[src/rtl/clk_div_pkg.sv]
// clk_div_pkg
//   Shared constants for the multi-channel clock divider.
//   MODE_TOGGLE / MODE_PULSE : per-channel output mode encodings
//   DEFAULT_CNT_W            : default counter/divisor width
package clk_div_pkg;

  localparam logic MODE_TOGGLE   = 1'b0;
  localparam logic MODE_PULSE    = 1'b1;
  localparam int   DEFAULT_CNT_W = 32;

endpackage : clk_div_pkg

[src/rtl/clock_divider_channel.sv]
// clock_divider_channel
//   One divider channel. Counts 0..act_m, then emits a one-cycle tick and
//   either toggles slow_clk (toggle mode) or pulses it (pulse mode).
//   The divisor m is only sampled into act_m at terminal count, resync or
//   reset, so a running period always completes at its original length.
// Ports
//   basys_clk  in   system clock, rising edge
//   reset      in   synchronous active-high reset (beats resync)
//   resync     in   synchronous phase-align strobe (beats en / terminal count)
//   en         in   run enable
//   mode       in   0 = toggle, 1 = pulse
//   m          in   terminal count, CNT_W bits
//   slow_clk   out  divided clock, registered
//   tick       out  one-cycle terminal-count strobe, registered
module clock_divider_channel
  import clk_div_pkg::*;
#(
  parameter int CNT_W = DEFAULT_CNT_W
) (
  input  logic             basys_clk,
  input  logic             reset,
  input  logic             resync,
  input  logic             en,
  input  logic             mode,
  input  logic [CNT_W-1:0] m,
  output logic             slow_clk,
  output logic             tick
);

  // Declaration initialisers give the reset state at FPGA configuration.
  logic [CNT_W-1:0] cnt      = '0;
  logic [CNT_W-1:0] act_m    = '0;
  logic             slow_q   = 1'b1;
  logic             tick_q   = 1'b0;
  logic             term_cnt;

  assign term_cnt = en && (cnt == act_m);

  always_ff @(posedge basys_clk) begin
    if (reset || resync) begin
      cnt    <= '0;
      act_m  <= m;
      slow_q <= 1'b1;
      tick_q <= 1'b0;
    end else if (term_cnt) begin
      cnt    <= '0;
      act_m  <= m;
      tick_q <= 1'b1;
      // Pulse mode mirrors the next tick value; toggle mode flips.
      slow_q <= (mode == MODE_PULSE) ? 1'b1 : ~slow_q;
    end else if (en) begin
      cnt    <= cnt + 1'b1;
      tick_q <= 1'b0;
      slow_q <= (mode == MODE_PULSE) ? 1'b0 : slow_q;
    end else begin
      // Disabled: counter, divisor and slow_clk freeze; tick is dropped.
      tick_q <= 1'b0;
    end
  end

  assign slow_clk = slow_q;
  assign tick     = tick_q;

endmodule : clock_divider_channel

[src/rtl/multi_channel_clock_divider.sv]
// multi_channel_clock_divider
//   NUM_CH independent clock divider channels sharing reset and resync.
// Ports
//   basys_clk  in   system clock
//   reset      in   synchronous active-high reset
//   m          in   NUM_CH*CNT_W  per-channel terminal count, ch i at [i*CNT_W +: CNT_W]
//   en         in   NUM_CH        per-channel run enable
//   mode       in   NUM_CH        per-channel mode (0 toggle, 1 pulse)
//   resync     in   phase-align strobe for all channels
//   slow_clk   out  NUM_CH        divided clocks
//   tick       out  NUM_CH        terminal-count strobes
module multi_channel_clock_divider
  import clk_div_pkg::*;
#(
  parameter int NUM_CH = 4,
  parameter int CNT_W  = DEFAULT_CNT_W
) (
  input  logic                    basys_clk,
  input  logic                    reset,
  input  logic [NUM_CH*CNT_W-1:0] m,
  input  logic [NUM_CH-1:0]       en,
  input  logic [NUM_CH-1:0]       mode,
  input  logic                    resync,
  output logic [NUM_CH-1:0]       slow_clk,
  output logic [NUM_CH-1:0]       tick
);

  for (genvar i = 0; i < NUM_CH; i++) begin : g_ch
    clock_divider_channel #(
      .CNT_W (CNT_W)
    ) u_ch (
      .basys_clk (basys_clk),
      .reset     (reset),
      .resync    (resync),
      .en        (en[i]),
      .mode      (mode[i]),
      .m         (m[i*CNT_W +: CNT_W]),
      .slow_clk  (slow_clk[i]),
      .tick      (tick[i])
    );
  end

endmodule : multi_channel_clock_divider

[config.mk]
export PLATFORM = sky130hd
export DESIGN_NAME = multi_channel_clock_divider
export DESIGN_NICKNAME = d
export VERILOG_FILES = /design/src/rtl/clk_div_pkg.sv /design/src/rtl/clock_divider_channel.sv /design/src/rtl/multi_channel_clock_divider.sv
export SDC_FILE = /design/constraint.sdc
export NUM_CORES = 1
export LEC_CHECK = 0
export CORE_MARGIN = 1
export CORE_UTILIZATION = 55
export CTS_CLUSTER_SIZE = 25
export DETAILED_ROUTE_END_ITERATION = 6
export PLACE_DENSITY = 0.76
export SETUP_SLACK_MARGIN = 0.2
export SLEW_MARGIN = 20
export SYNTH_ARGS = -nofsm -noshare
export SYNTH_HDL_FRONTEND = slang
export SYNTH_SLANG_ARGS = --single-unit
[constraint.sdc]
create_clock -name basys_clk -period 6.3 [get_ports basys_clk]
set_clock_uncertainty 0.15 [all_clocks]
set_input_delay 0.945 -clock basys_clk [delete_from_list [all_inputs] [get_ports basys_clk]]
set_output_delay 0.945 -clock basys_clk [all_outputs]
set_load 0.005 [all_outputs]
==> qor.txt <==
Crit path buf inv count: 3
Post-synthesis sequential area ratio: 57.7%
Resize count post-CTS: 0
Main synth FF type: dfxtp_1
Nets: 1287
Number of synthesized flops with an enable pin: 128
Area of the die: 21300 sq um
Worst vdd ir: 221 uV
Peak Freq: 0.307 GHz
Worst Path Arrival: 3.29 ns
Area of the multi-input gates: 4530 sq um
CTS tree: built
Synth area leaders: edfxtp_1, dfxtp_1, xor2_1
Io pins: 147
DR DRC count: 0
Skew-Pair Late Insertion Delay: 0.53 ns
Largest net degree at the start of global routing: 65
Vias in the first global route: 7327
Top cell type's share of synthesized area: 33.8%
Total negative setup slack: 0 ns
Grt ovf: 0
Max_cap viols: 0
Worst path slowest cell: a31o_2
Post-DP HPWL: 15700 um
Synthesized area per cell: 11.3 sq um
Cells after synthesis: 1004
Die H: 146 um
Row count: 52
Final worst slack: 3.05 ns
Mapped cell area: 11400 sq um
Distinct cells, synth: 42
Synth area leader: edfxtp_1
Core area: 20200 sq um
First DRT Iteration DRCs: 442
Post-route ant nets: 0
I/O Buffers: 146
Synth warnings: 0
Layout area overhead: 22.0%
Die Width: 146 um
Clock Pin Slew Worst Setup and Hold Paths: 0.06 ns
Seq. cell area: 6570 sq um
Clk root buf: clkbuf_16
Clock Path Buffers: 3
Top Metal Used: met4
Wl on met1: 9960 um
Setup repair after global routing missed its margin: false
DR pass1 iterations: 5
DR vias/cell: 5.21
Slowest cell delay on critical path: 0.71 ns
Synthesized flop and latch total: 264
Asr flop ratio synth: 0%
Startpoint class of the critical path: input pin
Filler Cell Count: 1520
CP Max Fanout: 33
Crit. End Element: flop
Placed cells: 1384
Vias: 7478
Slew @ Worst Pin: 1.08 ns
Crit path kind: input pin to flop
Hold/Removal Path Class: flop to flop
Cts hold-fix bufs: 0
Kind of cell adding the most delay to the critical path: buffers and inverters
Clk sink count: 264
Slew Viols, Final: 0
Initial Util: 56.2%
Share of layout cells above drive strength 1: 5.58%
Drt wl/cell: 15.4 um
Routed WL: 22000 um
First-pass GRT wire length: 36400 um
Most frequent cell after synthesis: nor2_1
Place WS: 2.50 ns
Routed wl met3: 858 um
RD Place Congestion: 0.811
Max-slew headroom: 27.4%
Initial antenna violation count: 0
Post-Layout Cell Count: 1435
CTS H-tree lvls: 1
Period utilization: 51.7%
Final Hold Viols: 0
Power per cell area: 263 nW/um^2
Final number of setup-violating endpoints: 0
Post-CTS setup buffer count: 0
ANT cells: 0
Met2 WL post-DR: 10600 um
TritonCTS Buffers: 28
Status: completed
Tot GR Track Use: 21.1%
Minimum clock period: 3.25 ns
Worst endpoint required time: 6.34 ns
Synth Net Count: 1147
CP Cell Sequence: clkdlybuf4s50_1, inv_1, a2111oi_2, a31o_2, buf_4
Synth cell count leaders: nor2_1, xor2_1, dfxtp_1
Leak: 4.79 nW
Fin util: 68.6%
[per-stage QoR]
stage	power (mW)	hold WS, ns	instance area, sq um
2_1_floorplan	2.04	0.346	11400
3_3_place_gp	2.16	0.366	13000
3_5_place_dp	2.16	0.387	13000
4_1_cts	3.69	0.393	13900
5_1_grt	3.79	0.424	13900
6_report	3.65	0.395	13900
[sequential cells by signal, indices dropped and copies added (netlist names)]
signal,cells
g_ch.u_ch.act_m,128
g_ch.u_ch.cnt,128
g_ch.u_ch.slow_clk,4
g_ch.u_ch.tick,4
[where the power goes]
| group | leakage (nW) | internal (mW) | switching, mW | total [mW] |
|---|---|---|---|---|
| combinational | 1.97 | 0.120 | 0.0789 | 0.199 |
| clock | 0.416 | 0.906 | 0.618 | 1.52 |
| sequential | 2.40 | 1.89 | 0.0387 | 1.93 |
[worst paths after layout]
path / to / from / slack [ns] / cells past startpoint
max: g_ch[3].u_ch.act_m[22] / en[3] / 3.05 / 5
min: g_ch[0].u_ch.slow_clk / g_ch[0].u_ch.slow_clk / 0.39 / 2
max reg2reg: g_ch[3].u_ch.act_m[22] / g_ch[3].u_ch.cnt[21] / 3.08 / 5
min reg2reg: g_ch[0].u_ch.slow_clk / g_ch[0].u_ch.slow_clk / 0.39 / 2
[metal layers]
metal | GRT usage (%) | up-vias
li1 | - | 3759
met1 | 28.5 | 3506
met2 | 35.0 | 171
met3 | 2.95 | 42
met4 | 6.84 | 0
met5 | 0 | -
[placed cells by master, fill, tap and decap left out, types with 4 or more instances in the layout]
cell type / netlist / final
and2_1: 7 / 7
and3_1: 11 / 11
and4_1: 12 / 12
buf_4: 8 / 6
clkbuf_1: 13 / 16
clkbuf_16: 0 / 29
clkbuf_8: 0 / 5
clkdlybuf4s50_1: 0 / 146
dfxtp_1: 136 / 136
edfxtp_1: 128 / 128
ha_1: 4 / 4
inv_1: 21 / 21
mux2i_1: 4 / 4
nand2_1: 48 / 48
nand3_1: 31 / 31
nand3b_1: 4 / 4
nand4_1: 47 / 47
nand4_2: 4 / 4
nor2_1: 150 / 150
nor2b_1: 4 / 4
nor3_1: 29 / 29
nor4_1: 40 / 40
nor4_2: 5 / 5
xnor2_1: 106 / 106
xor2_1: 143 / 143
[cell type report]
cell class / instances / share of cell area [%]
sequential: 264 / 47.3
multi-input combinational: 677 / 32.6
timing repair buffer: 152 / 10.9
clock buffer: 50 / 6.16
tap: 270 / 2.43
inverter: 21 / 0.568
clock inverter: 1 / 0.0361
[worst register-to-register path, delay by kind of cell, from the launching register on]
kind	cells	cell delay [ns]
and+or+nand+nor	2	0.89
AOI/OAI and AO/OA	1	0.74
buffers and inverters	1	0.47
DFF	1	0.45
xor gates and xnor gates	1	0.17
[cells by family (layout without fill, tap and decap cells)]
kind of cell | count (synthesis) | after routing | synth area share [%]
AO/OA/AOI/OAI | 14 | 14 | 1.23
flip-flops | 264 | 264 | 57.7
buffers and inverters | 63 | 224 | 2.68
multiplexers | 4 | 4 | 0.352
XOR/XNOR | 249 | 249 | 19.2
adder cells (fa/ha/maj) | 4 | 4 | 0.440
AND/OR/NAND/NOR | 406 | 406 | 18.4
Note: power is estimated with default switching activity, not from simulation.
==> RTL edit 1, RTL diff (config.mk and constraints unchanged) <==
`NUM_CH`: 4 -> 2.
--- a/src/rtl/multi_channel_clock_divider.sv
+++ b/src/rtl/multi_channel_clock_divider.sv
@@ -13,5 +13,5 @@
   import clk_div_pkg::*;
 #(
-  parameter int NUM_CH = 4,
+  parameter int NUM_CH = 2,
   parameter int CNT_W  = DEFAULT_CNT_W
 ) (
Ports: changed (5 resized); port bits go from 147 to 75. No check against the original RTL was run, so the function may have changed too.
==> RTL edit 1 against the unedited design <==
Setup slack improved by 0.0058 ns; routed wire length is 48% lower; core utilization is 1.3 points higher; highest routed layer unchanged; design area is 48% lower; largest power group unchanged; die area fell by 48%; sequential cell count decreased by 132; largest cell class unchanged; power is 44% lower; maximum frequency up 0.18%; register-to-register slack got worse by 0.03 ns; synthesized area down 49%; critical path depth stayed put; critical endpoint is now g_ch[0].u_ch.act_m[26]$_DFFE_PP_.
==> RTL edit 1: results (changes against the unedited design) <==
- The number of synthesized flops with an enable pin is 64 (-50%).
- The detailed-placement wirelength estimate came to 7840 µm (-50%).
- The total iterations of the first detailed-routing run is 4 (-1).
- The startpoint identified for the worst register-to-register timing path is g_ch[0].u_ch.cnt[9]$_SDFFE_PP0P_.
- The violation count after the first detailed-routing iteration is 217 (-51%).
- The worst hold slack across all endpoints is 0.353 ns (-0.0415 ns).
- Tracing the worst setup path back leads to its startpoint at g_ch[0].u_ch.cnt[9]$_SDFFE_PP0P_.
- The worst setup slack after placement came to 2.61 ns (+0.107 ns).
- The maximum buffer depth of the clock tree is 2 (-1).
- The register-to-register setup slack came to 3.05 ns (-0.03 ns).
- The leakage power of the design is 2.45 nW (-49%).
- The part of the Yosys area used for sequential elements is 56.6% (-1.1 points).
- The count of vias placed by the detailed router is 3912 (-48%).
- The aggregate global-route resource usage was 22.2% (+1.1 points).
- The synthesized-area fraction occupied by xor and xnor cells is 18.9% (-0.28 points).
- The global-route wire length before repair came to 18600 µm (-49%).
- The cell count after placement is 691 (-50%).
- The buffer type at the clock tree root is sky130_fd_sc_hd__clkbuf_8.
- The count of nets after finishing is 647 (-50%).
- Ranked by total cell area, the synthesized netlist is headed by sky130_fd_sc_hd__edfxtp_1, sky130_fd_sc_hd__dfxtp_1, sky130_fd_sc_hd__xor2_1, sky130_fd_sc_hd__xnor2_1, sky130_fd_sc_hd__nand4_1.
- The count of fill cells added during filler insertion is 751 (-51%).
- The area share of fa/ha/maj cells after synthesis is 0.432% (-0.0083 points).
- In this run the critical register-to-register path is captured at g_ch[0].u_ch.act_m[26]$_DFFE_PP_.
- The transition time at the pin with the least slew margin is 0.914 ns (-0.165 ns).
- The mean number of vias per cell came to 5.41 (+3.8%).
- The run finished with clean final reports.
- The number of distinct standard cells referenced by the synthesized netlist is 37 (-12%).
- The number of clock buffers inserted by TritonCTS is 17 (-39%).
- The per-instance average area after synthesis is 11.6 µm² (+2.5%).
- The via count of the first global-routing pass came to 3825 (-48%).
- The maximum resistive drop on vdd was 0.000153 V (-31%).
- The end of the worst hold path is g_ch[1].u_ch.cnt[31]$_SDFFE_PP0P_.
- The achievable clock frequency is 308 MHz (+0.18%).
- The share of post-route cells with drive strength above 1 was 11.6% (+6.0 points).
- By count the netlist is led by sky130_fd_sc_hd__xor2_1, sky130_fd_sc_hd__dfxtp_1, sky130_fd_sc_hd__edfxtp_1.
- The clock latency on the worst-skew pair is 0.51 ns (-0.02 ns).
- The total placed instance area is 0.00660 mm² (-49%).
- The mux cell area share after synthesis is 0.345% (-0.0066 points).
- The count of input and output buffers is 74 (-49%).
- The delay contributed by the slowest stage of the critical path is 0.62 ns (-0.09 ns).
- Broken down by cell family, the worst path's largest delay share belongs to simple AND/OR/NAND/NOR gates.
- The level count of the clock H-tree is 4 (+3).
[RTL edit 1: layout make-up]
cell class              count  area, µm²  share of cell area [%]
well taps                 136        170                    2.37
flip-flops and latches    132       3280                    45.7
multi-input cells         346       2390                    33.3
repair buffers             76        756                    10.5
inverters                   1       3.75                  0.0523
clock inverters            13        158                    2.20
clock buffers              19        422                    5.87
[RTL edit 1: layer usage]
layer	wire length, µm	GRT usage [%]	vias up
met3	569	5.74	14
met1	5220	30.2	1896
li1	-	-	1896
met5	0	0	-
met2	5460	34.7	106
met4	159	7.44	0
[RTL edit 1: power breakdown]
group | total [mW] | internal, mW | switching, mW | leakage [nW]
Sequential | 0.965 | 0.945 | 0.0201 | 1.20
Clock | 0.957 | 0.602 | 0.356 | 0.278
Combinational | 0.108 | 0.0635 | 0.0448 | 0.977
[RTL edit 1: tightest hold or removal path, cell delays in order (launching register included)]
cell                      delay (ns)
sky130_fd_sc_hd__dfxtp_1        0.32
sky130_fd_sc_hd__o21ai_0        0.07
sky130_fd_sc_hd__a21oi_1        0.06
==> RTL edit 2, RTL diff (same settings) <==
Without the edit above. Register the inputs `m`, `en`, `mode` and `resync` before use, without a reset. The logic sees them one clock later.
--- a/src/rtl/multi_channel_clock_divider.sv
+++ b/src/rtl/multi_channel_clock_divider.sv
@@ -26,4 +26,16 @@
 );
 
+  logic [NUM_CH*CNT_W-1:0] m_q;
+  logic [NUM_CH-1:0] en_q;
+  logic [NUM_CH-1:0] mode_q;
+  logic resync_q;
+
+  always_ff @(posedge basys_clk) begin
+      m_q      <= m;
+      en_q     <= en;
+      mode_q   <= mode;
+      resync_q <= resync;
+  end
+
   for (genvar i = 0; i < NUM_CH; i++) begin : g_ch
     clock_divider_channel #(
@@ -32,8 +44,8 @@
       .basys_clk (basys_clk),
       .reset     (reset),
-      .resync    (resync),
-      .en        (en[i]),
-      .mode      (mode[i]),
-      .m         (m[i*CNT_W +: CNT_W]),
+      .resync    (resync_q),
+      .en        (en_q[i]),
+      .mode      (mode_q[i]),
+      .m         (m_q[i*CNT_W +: CNT_W]),
       .slow_clk  (slow_clk[i]),
       .tick      (tick[i])
Formal check against the unedited RTL: not equivalent (a bounded check fails within 4 cycles, from zero or initial values).
==> RTL edit 2 against the unedited design <==
Synthesized area increased by 24%; hold slack got worse by 0.15 ns; setup slack improved by 0.44 ns; design area increased by 23%; sequential cell count increased by 137; clock power increased by 49%; routed wire length increased by 15%; power increased by 44%.
==> RTL edit 2: results (changes against the unedited design) <==
- The run finished with clean final reports.
- The detailed-placement wirelength estimate is 17100 µm (+8.8%).
- The via count of the first global-routing pass is 8369 (+14%).
- The violation count after the first detailed-routing iteration came to 590 (+33%).
- The share of the synthesized area in compound gates (AO/OA/AOI/OAI) is 1.38% (+0.15 points).
- The largest registers in the layout are g_ch.u_ch.act_m x128, g_ch.u_ch.cnt x128, m_q x128.
- The aggregate global-route resource usage is 20.0% (-1.1 points).
- The layout overhead on the synthesized area is 21.0%.
- The clock group power was 2.26 mW (+49%).
- The total placed instance area is 0.0158 mm² (+22%).
- Broken down by cell family, the worst path's largest delay share belongs to simple AND/OR/NAND/NOR gates.
- The count of fill cells added during filler insertion was 1824 (+20%).
- The area share of buffers outside the clock network is 8.77% (-2.1 points).
- The met3 demand-to-capacity share in global routing is 3.75% (+0.81 points).
- The count of non-CTS inverters in the layout is 10 (-52%).
- The non-filler instance count after layout was 1645 (+15%).
- The number of distinct standard cells referenced by the synthesized netlist is 40 (-4.8%).
- The delay contributed by the slowest stage of the critical path is 0.59 ns (-0.12 ns).
- In this run the worst setup path begins at g_ch[0].u_ch.cnt[4]$_SDFFE_PP0P_.
- The slowest stage of the critical path belongs to the cell sky130_fd_sc_hd__buf_4.
- The post-synthesis instance total is 1137 (+13%).
- The total iterations of the first detailed-routing run came to 7 (+2).
- The highest fanout seen on the critical path came to 64 (+94%).
- The final weighted congestion in routability-driven placement is 0.835 (+2.9%).
- The global-route track usage on met2 is 32.9% (-2.1 points).
- The worst setup slack after placement was 3.39 ns (+0.888 ns).
- The number of synthesized register bits is 401 (+52%).
- The synthesized-area fraction occupied by xor and xnor cells is 15.1% (-4.1 points).
- The count of synthesis-stage warnings from yosys is 0 (unchanged).
- The clock buffer count in the final layout came to 52 (+4.0%).
- The count of vias placed by the detailed router came to 8495 (+14%).
- The area share of fa/ha/maj cells after synthesis is 0.355% (-0.085 points).
- The count of plain and timing-repair buffers was 151 (-0.66%).
- The mux cell area share after synthesis came to 0.284% (-0.068 points).
- The logic gate share of total power is 3.3% (-2.1 points).
- After synthesis, the cell types taking the most area are sky130_fd_sc_hd__dfxtp_1, sky130_fd_sc_hd__edfxtp_1, sky130_fd_sc_hd__xor2_1, sky130_fd_sc_hd__nor2_1, sky130_fd_sc_hd__xnor2_1.
- The share of post-route cells with drive strength above 1 is 5.63% (+0.048 points).
- The total power of the final layout is 5.26 mW (+44%).
- The worst register-to-register path ends at g_ch[0].u_ch.act_m[10]$_DFFE_PP_.
- The sequential share of cell area is 54.5% (+7.2 points).
- The level count of the clock H-tree is 2 (+1).
- The number of clock buffers inserted by TritonCTS came to 39 (+39%).
- The count of nets after finishing is 1428 (+11%).
- The leakage power of the design is 6.36 nW (+33%).
- The multi-input combinational cell count is 682 (+0.74%).
- The switching power share of the total is 19.6% (-0.54 points).
- The met1 capacity usage during global routing was 26.3% (-2.3 points).
- The register-to-register setup slack is 3.49 ns (+0.41 ns).
## RTL edit 2: worst min-delay path by stage
stage / start / end / slack, ns / cells past startpoint
4_1_cts: m_q[27]$_DFF_P_ / g_ch[0].u_ch.act_m[27]$_DFFE_PP_ / 0.25 / 0
6_report: m_q[27]$_DFF_P_ / g_ch[0].u_ch.act_m[27]$_DFFE_PP_ / 0.25 / 0
3_5_place_dp: m_q[94]$_DFF_P_ / g_ch[2].u_ch.act_m[30]$_DFFE_PP_ / 0.24 / 0
3_3_place_gp: m_q[26]$_DFF_P_ / g_ch[0].u_ch.act_m[26]$_DFFE_PP_ / 0.24 / 0
2_1_floorplan: m_q[0]$_DFF_P_ / g_ch[0].u_ch.act_m[0]$_DFFE_PP_ / 0.24 / 0
5_1_grt: m_q[64]$_DFF_P_ / g_ch[2].u_ch.act_m[0]$_DFFE_PP_ / 0.25 / 0
## RTL edit 2: per-layer routing
layer	up-vias	routed length, µm
met3	56	1230
li1	4256	-
met1	3979	11200
met2	204	12100
met4	0	718
met5	-	0
